### config.mk
export PLATFORM = sky130hd
export DESIGN_NAME = silife_max7219
export DESIGN_NICKNAME = d
export VERILOG_FILES = /design/src/rtl/silife_pkg.sv /design/src/rtl/silife_spi_shift.sv /design/src/rtl/silife_max7219.sv
export SDC_FILE = /design/constraint.sdc
export NUM_CORES = 1
export LEC_CHECK = 0
export ABC_AREA = 1
export CORE_AREA = 8 8 75 70
export CTS_BUF_LIST = sky130_fd_sc_hd__clkbuf_2 sky130_fd_sc_hd__clkbuf_4 sky130_fd_sc_hd__clkbuf_8
export CTS_CLUSTER_SIZE = 24
export DETAILED_ROUTE_END_ITERATION = 7
export DIE_AREA = 0 0 83 78
export PLACE_DENSITY = 0.8
export SYNTH_ARGS = -nofsm -noshare
export SYNTH_HDL_FRONTEND = slang
export SYNTH_SLANG_ARGS = --single-unit
### constraint.sdc
create_clock -name clk -period 3.23 [get_ports clk]
set_input_delay 0.4845 -clock clk [delete_from_list [all_inputs] [get_ports clk]]
set_output_delay 0.4845 -clock clk [all_outputs]
set_load 0.05 [all_outputs]
### src/rtl/silife_pkg.sv
// Shared MAX7219 register addresses, FSM state type and frame word builder
// for the silife matrix-to-MAX7219 SPI driver.
package silife_pkg;

  localparam logic [3:0] ADDR_NOOP       = 4'h0;
  localparam logic [3:0] ADDR_DIGIT0     = 4'h1;
  localparam logic [3:0] ADDR_DECODE     = 4'h9;
  localparam logic [3:0] ADDR_INTENSITY  = 4'hA;
  localparam logic [3:0] ADDR_SCAN_LIMIT = 4'hB;
  localparam logic [3:0] ADDR_SHUTDOWN   = 4'hC;

  localparam logic [3:0] FIRST_ROW_WORD = 4'd4;
  localparam logic [3:0] LAST_WORD      = 4'd11;

  typedef enum logic [2:0] {
    StIdle,
    StLoad,
    StShiftLo,
    StShiftHi,
    StLatch,
    StDone
  } state_e;

  // Words 0..3 are the init sequence, 4..11 carry rows 0..7 with column 0 as data MSB.
  function automatic logic [15:0] frame_word(input logic [3:0] idx, input logic [7:0] cells,
                                             input logic [3:0] intensity);
    logic [7:0] rev;
    logic [3:0] addr;
    for (int c = 0; c < 8; c++) rev[7-c] = cells[c];
    addr = ADDR_DIGIT0 + (idx - FIRST_ROW_WORD);
    case (idx)
      4'd0:    frame_word = {ADDR_NOOP, ADDR_SHUTDOWN, 8'h01};
      4'd1:    frame_word = {ADDR_NOOP, ADDR_DECODE, 8'h00};
      4'd2:    frame_word = {ADDR_NOOP, ADDR_INTENSITY, 4'h0, intensity};
      4'd3:    frame_word = {ADDR_NOOP, ADDR_SCAN_LIMIT, 8'h07};
      default: frame_word = {ADDR_NOOP, addr, rev};
    endcase
  endfunction

endpackage

### src/rtl/silife_spi_shift.sv
// 16-bit MSB-first shift register with clock divider and bit counter;
// sequencing is controlled by the silife_max7219 FSM.
module silife_spi_shift
  import silife_pkg::*;
#(
  parameter int unsigned CLK_DIV = 2
) (
  input  logic        clk,
  input  logic        reset,
  input  logic        load,
  input  logic [15:0] data,
  input  logic        shift,
  input  logic        div_clr,
  output logic        mosi,
  output logic        div_hit,
  output logic        bit_zero
);

  localparam logic [7:0] DIV_LAST = 8'(CLK_DIV - 1);

  logic [15:0] sr_q;
  logic [3:0]  bit_q;
  logic [7:0]  div_q;

  always_ff @(posedge clk or posedge reset) begin
    if (reset) begin
      sr_q  <= '0;
      bit_q <= '0;
      div_q <= '0;
    end else if (load) begin
      sr_q  <= data;
      bit_q <= 4'd15;
      div_q <= '0;
    end else if (shift) begin
      sr_q  <= {sr_q[14:0], 1'b0};
      bit_q <= bit_q - 4'd1;
      div_q <= '0;
    end else if (div_clr) begin
      div_q <= '0;
    end else begin
      div_q <= div_q + 8'd1;
    end
  end

  assign mosi     = sr_q[15];
  assign div_hit  = (div_q == DIV_LAST);
  assign bit_zero = (bit_q == 4'd0);

endmodule

### src/rtl/silife_max7219.sv
// Streams the 8x8 silife matrix to a MAX7219 over SPI mode 0, preceded by
// the init sequence on the first frame after reset.
module silife_max7219
  import silife_pkg::*;
#(
  parameter int unsigned CLK_DIV   = 2,
  parameter logic [3:0]  INTENSITY = 4'h7
) (
  input  logic       clk,
  input  logic       reset,
  input  logic       start,
  output logic [2:0] row_select,
  input  logic [7:0] cells,
  output logic       spi_cs_n,
  output logic       spi_clk,
  output logic       spi_mosi,
  output logic       busy,
  output logic       done
);

  state_e     state_q;
  logic [3:0] idx_q;
  logic [3:0] idx_nxt;
  logic [2:0] row_nxt;
  logic       init_done_q;
  logic       cs_n_q, sclk_q, busy_q, done_q;
  logic [2:0] row_q;
  logic [15:0] word;
  logic       sh_load, sh_shift, sh_div_clr, div_hit, bit_zero;

  assign word       = frame_word(idx_q, cells, INTENSITY);
  assign sh_load    = (state_q == StLoad);
  assign sh_shift   = (state_q == StShiftHi) && div_hit && !bit_zero;
  assign sh_div_clr = div_hit || (state_q == StIdle) || (state_q == StDone);
  assign idx_nxt    = idx_q + 4'd1;
  assign row_nxt    = (idx_nxt >= FIRST_ROW_WORD) ? 3'(idx_nxt - FIRST_ROW_WORD) : 3'd0;

  silife_spi_shift #(
    .CLK_DIV (CLK_DIV)
  ) u_shift (
    .clk      (clk),
    .reset    (reset),
    .load     (sh_load),
    .data     (word),
    .shift    (sh_shift),
    .div_clr  (sh_div_clr),
    .mosi     (spi_mosi),
    .div_hit  (div_hit),
    .bit_zero (bit_zero)
  );

  always_ff @(posedge clk or posedge reset) begin
    if (reset) begin
      state_q     <= StIdle;
      idx_q       <= '0;
      init_done_q <= 1'b0;
      cs_n_q      <= 1'b1;
      sclk_q      <= 1'b0;
      busy_q      <= 1'b0;
      done_q      <= 1'b0;
      row_q       <= '0;
    end else begin
      done_q <= 1'b0;
      unique case (state_q)
        StIdle: begin
          if (start) begin
            state_q <= StLoad;
            busy_q  <= 1'b1;
            cs_n_q  <= 1'b0;
            idx_q   <= init_done_q ? FIRST_ROW_WORD : 4'd0;
            row_q   <= '0;
          end
        end
        StLoad: state_q <= StShiftLo;
        StShiftLo: begin
          if (div_hit) begin
            state_q <= StShiftHi;
            sclk_q  <= 1'b1;
          end
        end
        StShiftHi: begin
          if (div_hit) begin
            sclk_q <= 1'b0;
            if (bit_zero) begin
              state_q <= StLatch;
              cs_n_q  <= 1'b1;
            end else begin
              state_q <= StShiftLo;
            end
          end
        end
        StLatch: begin
          if (div_hit) begin
            if (idx_q == LAST_WORD) begin
              state_q <= StDone;
              done_q  <= 1'b1;
              busy_q  <= 1'b0;
              row_q   <= '0;
            end else begin
              state_q <= StLoad;
              cs_n_q  <= 1'b0;
              idx_q   <= idx_nxt;
              row_q   <= row_nxt;
              if (idx_q == FIRST_ROW_WORD - 4'd1) init_done_q <= 1'b1;
            end
          end
        end
        StDone: state_q <= StIdle;
        default: state_q <= StIdle;
      endcase
    end
  end

  assign row_select = row_q;
  assign spi_cs_n   = cs_n_q;
  assign spi_clk    = sclk_q;
  assign busy       = busy_q;
  assign done       = done_q;

endmodule

Word level (Yosys, flattened, before mapping)
Cells that the tools add are included.

Flip-flop bits (word level): 43. Input bits: 11. Output and inout bits: 8. Logic and storage cells: 96.

Add/sub/neg operators: 6. $lt $le $gt $ge: 1. Equal/unequal tests: 17. Mux-type cells: 41. Bitwise gates (word level): 1. Reduce and logical (&&, ||, !) cells: 19.

Operators by type and width (number): 12-bit case mux with 4 select lines (1); 3-bit 2-to-1 mux (11); 16-bit 2-to-1 mux (2); 8-bit 2-to-1 mux (3); 4-bit 2-to-1 mux (5); 4-bit AND reduction (4); 3-bit case mux with 5 select lines (1); 2-bit inequality test (second input constant) (7); 1-bit 2-to-1 mux (13); 8-bit by 1-bit adder with 8-bit output (second input constant) (1); 4-bit by 2-bit == test with 1-bit output (second input constant) (2); 8-bit by 1-bit == test with 1-bit output (second input constant) (1); 4-bit zero test (2); 4-bit case mux with 2 select lines (1); 3-bit by 2-bit == test with 1-bit output (second input constant) (2); 3-bit == test (second input constant) (2); 3-bit case mux with 2 select lines (1); 3-bit AND reduction (2); 6-bit AND reduction (1); 2-bit nonzero test (3); 1-bit by 4-bit adder with 4-bit output (first input constant) (1); 4-bit by 1-bit adder with 4-bit output (second input constant) (1); 4-bit by 1-bit == test with 1-bit output (second input constant) (1); 4-bit == test (second input constant) (1); other kinds (13) (16).

Longest topological paths before layout
Word-level depth: 6. Mapped depth: 10. Gate-level depth less buffers: 10.

Cells and area by module
From an unflattened synthesis, not the netlist that was laid out.

Cells, all modules: 297. Area, all modules: 2439.8 µm².

Modules (own cells, without submodules): silife_spi_shift (instances 1, cells an instance 147, area an instance 1346.3 µm², seq. area each 700.7 µm²); silife_max7219 (instances 1, cells an instance 150, area an instance 1093.5 µm², seq. area each 376.6 µm²).

Least setup slack after synthesis
Ideal clock, no wire load.

Kind: reg2reg. Start point: reg u_shift.div_q[1]. End point: reg u_shift.bit_q[3]. Library setup time: 0.127 ns. Data arrival time: 1.266 ns. Required time: 3.103 ns. Slack: 1.837 ns. Stages on the path, launching flop included: 9. Clock period less this slack: 1.393 ns. Path through: dfrtp_1 > inv_1 > ha_1 > nand2_1 > nor2_4 > nand3_4 > buf_2 > o21ai_1 > nand3_1.

Cells in the longest elaborated chain, start to end: 4.

Ends and longest elaborated chain: start, declared (line silife_spi_shift.sv:23) `logic [7:0] div_q;`; start signal, assigned (line silife_spi_shift.sv:41) `div_q <= div_q + 8'd1;`; 8-bit by 1-bit == test with 1-bit output (line silife_spi_shift.sv:46) `assign div_hit = (div_q == DIV_LAST);`; 1-bit logical AND (2 in series) (line silife_max7219.sv:33) `assign sh_shift = (state_q == StShiftHi) && div_hit && !bit_zero;`; 2-bit nonzero test (no line); end signal, assigned (line silife_spi_shift.sv:36) `bit_q <= bit_q - 4'd1;`; end, declared (line silife_spi_shift.sv:22) `logic [3:0] bit_q;`.

Every way passes these cells. A chain may end at the register's enable or synchronous reset.

Final worst setup path
Start point: reg cs_n_q, in the netlist spi_cs_n. End point: out spi_cs_n.

RTL lines: start, declared (line silife_max7219.sv:26) `logic cs_n_q, sclk_q, busy_q, done_q;`; start signal, assigned (line silife_max7219.sv:57) `cs_n_q <= 1'b1;`; start signal, assigned (line silife_max7219.sv:69) `cs_n_q <= 1'b0;`; start signal, assigned (line silife_max7219.sv:86) `cs_n_q <= 1'b1;`; end, declared (line silife_max7219.sv:14) `output logic spi_cs_n,`.

No word-level cell between the ends.

==> run metrics <==
status finished, final reports clean; Crit Path Category reg -> out; slew margin rel. 64.0%; Pleak 1.29 nW; Cell Pwr Density 723 nW/µm²; Worst Reg-to-Reg Cells 9; RSZ-0062 raised after global routing no; first-pass GRT wire length 7.98 mm; endpoints failing setup 0; largest net degree at the start of global routing 44; clk slew on worst S/H paths 0.07 ns; Crit path required time 2.75 ns; row count 22; CP top delay family buffers and inverters; sequential power share 39.6%; Antenna Cells 0; CTS max path bufs 2; gr usage total 14.8%; post-cts resize count 0; DRT Wirelength 4.54 mm; peak supply drop 353 µV; # port buffers 18; final net count 341; Final Max Slew Viols 0; final setup TNS 0 ns; WP buf/inv 1; Startpoint Class register; Overflow after GRT 0; Worst EP arrival 1.62 ns; Reg2Reg Setup Slack 1.46 ns; Max Freq 0.476 GHz; WP depth 1; Post-Syn Instances 302; initial antenna violation count 0; Switching Share 41.8%; Mapped Area 2310 µm²; Worst Hold Launch init_done_q$_DFFE_PP0P_; clk_lat worst skew 0.30 ns; synth-to-layout area growth 13.5%; CTS tree done; final worst-path cycle share 65.0%; syn avg cell area 7.66 µm²; hold depth 2; Die ar. 6470 µm²; CP max stage cell clkdlybuf4s50_1; Cell variety after synth 28; Critical Path, Cell by Cell clkdlybuf4s50_1; share of cells above drive strength 1 8.02%; Synth Register Bits 43; clock sink count 43; Yosys Warn Count 0; maxcap violations 0; critical path endpoint category output pin; Die X 83 µm; Pint 1.10 mW; Post-Syn Nets 320; 1st-iter DRT viols 142; Logic pwr share 41.6%; sequential share of the synthesized area 46.6%; H-tree depth 2; worst hold margin 0.466 ns; Post-DRT Antenna Nets 0; Setup Skew 0.00601 ns; Root Buffer clkbuf_8; final-layout fill cell count 350; hold_buf cts 0; max incr delay on CP 0.79 ns; min-delay worst type reg -> reg; Core Region 3990 µm²; Clk pwr share 18.8%; Setup Buffers After CTS 0; Reg2Reg Capture Point u_shift.div_q[7]$_DFF_PP0_; Least-Margin Pin Slew 0.540 ns; routed vias 1,915; WL/cell 12.2 µm; first drt pass iteration count 4; P_sw 794 µW; vias in the first global route 1,763; Hold Path End init_done_q$_DFFE_PP0P_; Period minus WS final 2.10 ns; DRC 0; hpwl dp 3.33 mm; drt via density 5.15; worst-path fanout max 2; die height 78 µm; Final Hold Vio Count 0; RePlAce Congestion 0.828; CTS Buf Count 5; Starting Density 57.9%; I/O Pins 19; Crit Reg-Reg Startpoint u_shift.div_q[1]$_DFF_PP0_
## cell usage after synthesis, drive strengths merged
| library cell | n | area (µm²) |
|---|---|---|
| dfstp | 1 | 26.3 |
| xnor2 | 1 | 8.76 |
| nand4 | 5 | 31.3 |
| buf | 5 | 30.0 |
| o211ai | 2 | 15.0 |
| o22ai | 1 | 6.26 |
| nor3 | 4 | 20.0 |
| ha | 7 | 87.6 |
| nor2 | 33 | 146 |
| o21ai | 38 | 190 |
| o21bai | 1 | 7.51 |
| a21oi | 6 | 30.0 |
| o31ai | 1 | 7.51 |
| xor2 | 5 | 43.8 |
| nand3 | 14 | 87.6 |
| inv | 40 | 150 |
| nand2 | 94 | 360 |
| or2 | 1 | 6.26 |
| dfrtp | 42 | 1050 |
| and2 | 1 | 6.26 |
## per-stage QoR
step / utilization [%] / setup slack [ns] / power (mW) / cell area (µm²) / std cells
final: 65.8 / 1.13 / 1.90 / 2630 / 372
after global routing: 65.8 / 1.10 / 2.05 / 2630 / 372
after CTS: 65.8 / 1.11 / 1.91 / 2630 / 372
after detailed placement: 63.4 / 1.45 / 1.55 / 2530 / 364
after global placement: 63.4 / 1.45 / 1.53 / 2530 / 364
after floorplan: - / 1.74 / 1.37 / 2310 / 302
## cell type report
| type | instances | area (µm²) | share of cell area [%] |
|---|---|---|---|
| inverters | 40 | 150 | 5.72 |
| multi-input cells | 214 | 1050 | 40.2 |
| flip-flops and latches | 43 | 1080 | 41.0 |
| well taps | 48 | 60.1 | 2.29 |
| clock inverters | 1 | 5.00 | 0.191 |
| repair buffers | 19 | 188 | 7.15 |
| clock buffers | 7 | 90.1 | 3.43 |
## layer usage
metal,vias to the layer above,part of all wire [%],GRT usage [%]
met5,-,0,0
li1,1003,-,-
met2,26,45,22.8
met4,0,1.8,6.84
met3,8,2.9,3.34
met1,878,51,19.2
## cell usage in the layout (no fill, tap or decap)
cell type,count
nand2_2,3
clkbuf_4,1
o21ai_1,11
nor2_2,3
a21oi_1,6
xnor2_1,1
nor2_4,2
nor2_1,28
nand3_1,12
nand2_1,91
xor2_1,5
o21bai_1,1
nand3_2,1
buf_4,1
ha_1,7
o21ai_0,27
o211ai_1,2
clkbuf_8,6
nand3_4,1
dfstp_2,1
and2_1,1
nor3_1,4
inv_1,35
clkinv_2,1
o31ai_1,1
or2_2,1
clkdlybuf4s50_1,18
dfrtp_1,42
o22ai_1,1
inv_2,5
nand4_1,5
## kinds of logic after synthesis
group / count (synthesis) / synth area share (%)
simple gates: 152 / 28.5
compound gates: 49 / 11.1
buf+inv: 45 / 7.79
flops: 43 / 46.6
fa+ha+maj: 7 / 3.79
xor+xnor: 6 / 2.27
## flip-flops by register name (all words and copies together), names as in the netlist, 3 cells and up
signal and cells:
u_shift.bit_q 4, u_shift.div_q 8, u_shift.sr_q 16, idx_q 4
state_q 3, row_select 3
## worst max-delay path by stage
stage               slack, ns                to                  from
finish                   1.13          spi_cs_n  spi_cs_n$_DFFE_PP1P_
global route             1.10          spi_cs_n  spi_cs_n$_DFFE_PP1P_
CTS                      1.11          spi_cs_n  spi_cs_n$_DFFE_PP1P_
detailed placement       1.45          spi_cs_n  spi_cs_n$_DFFE_PP1P_
global placement         1.45          spi_cs_n  spi_cs_n$_DFFE_PP1P_
floorplan                1.74  busy$_DFFE_PP0P_                 reset
## power groups by stage
stage	sequential (mW)	combinational, mW	clock, mW
finish	0.753	0.790	0.357
global placement	0.756	0.775	0
global route	0.768	0.889	0.389
floorplan	0.810	0.560	0
detailed placement	0.759	0.791	0
CTS	0.751	0.792	0.369
No activity file was read; power rests on OpenSTA's default activity.
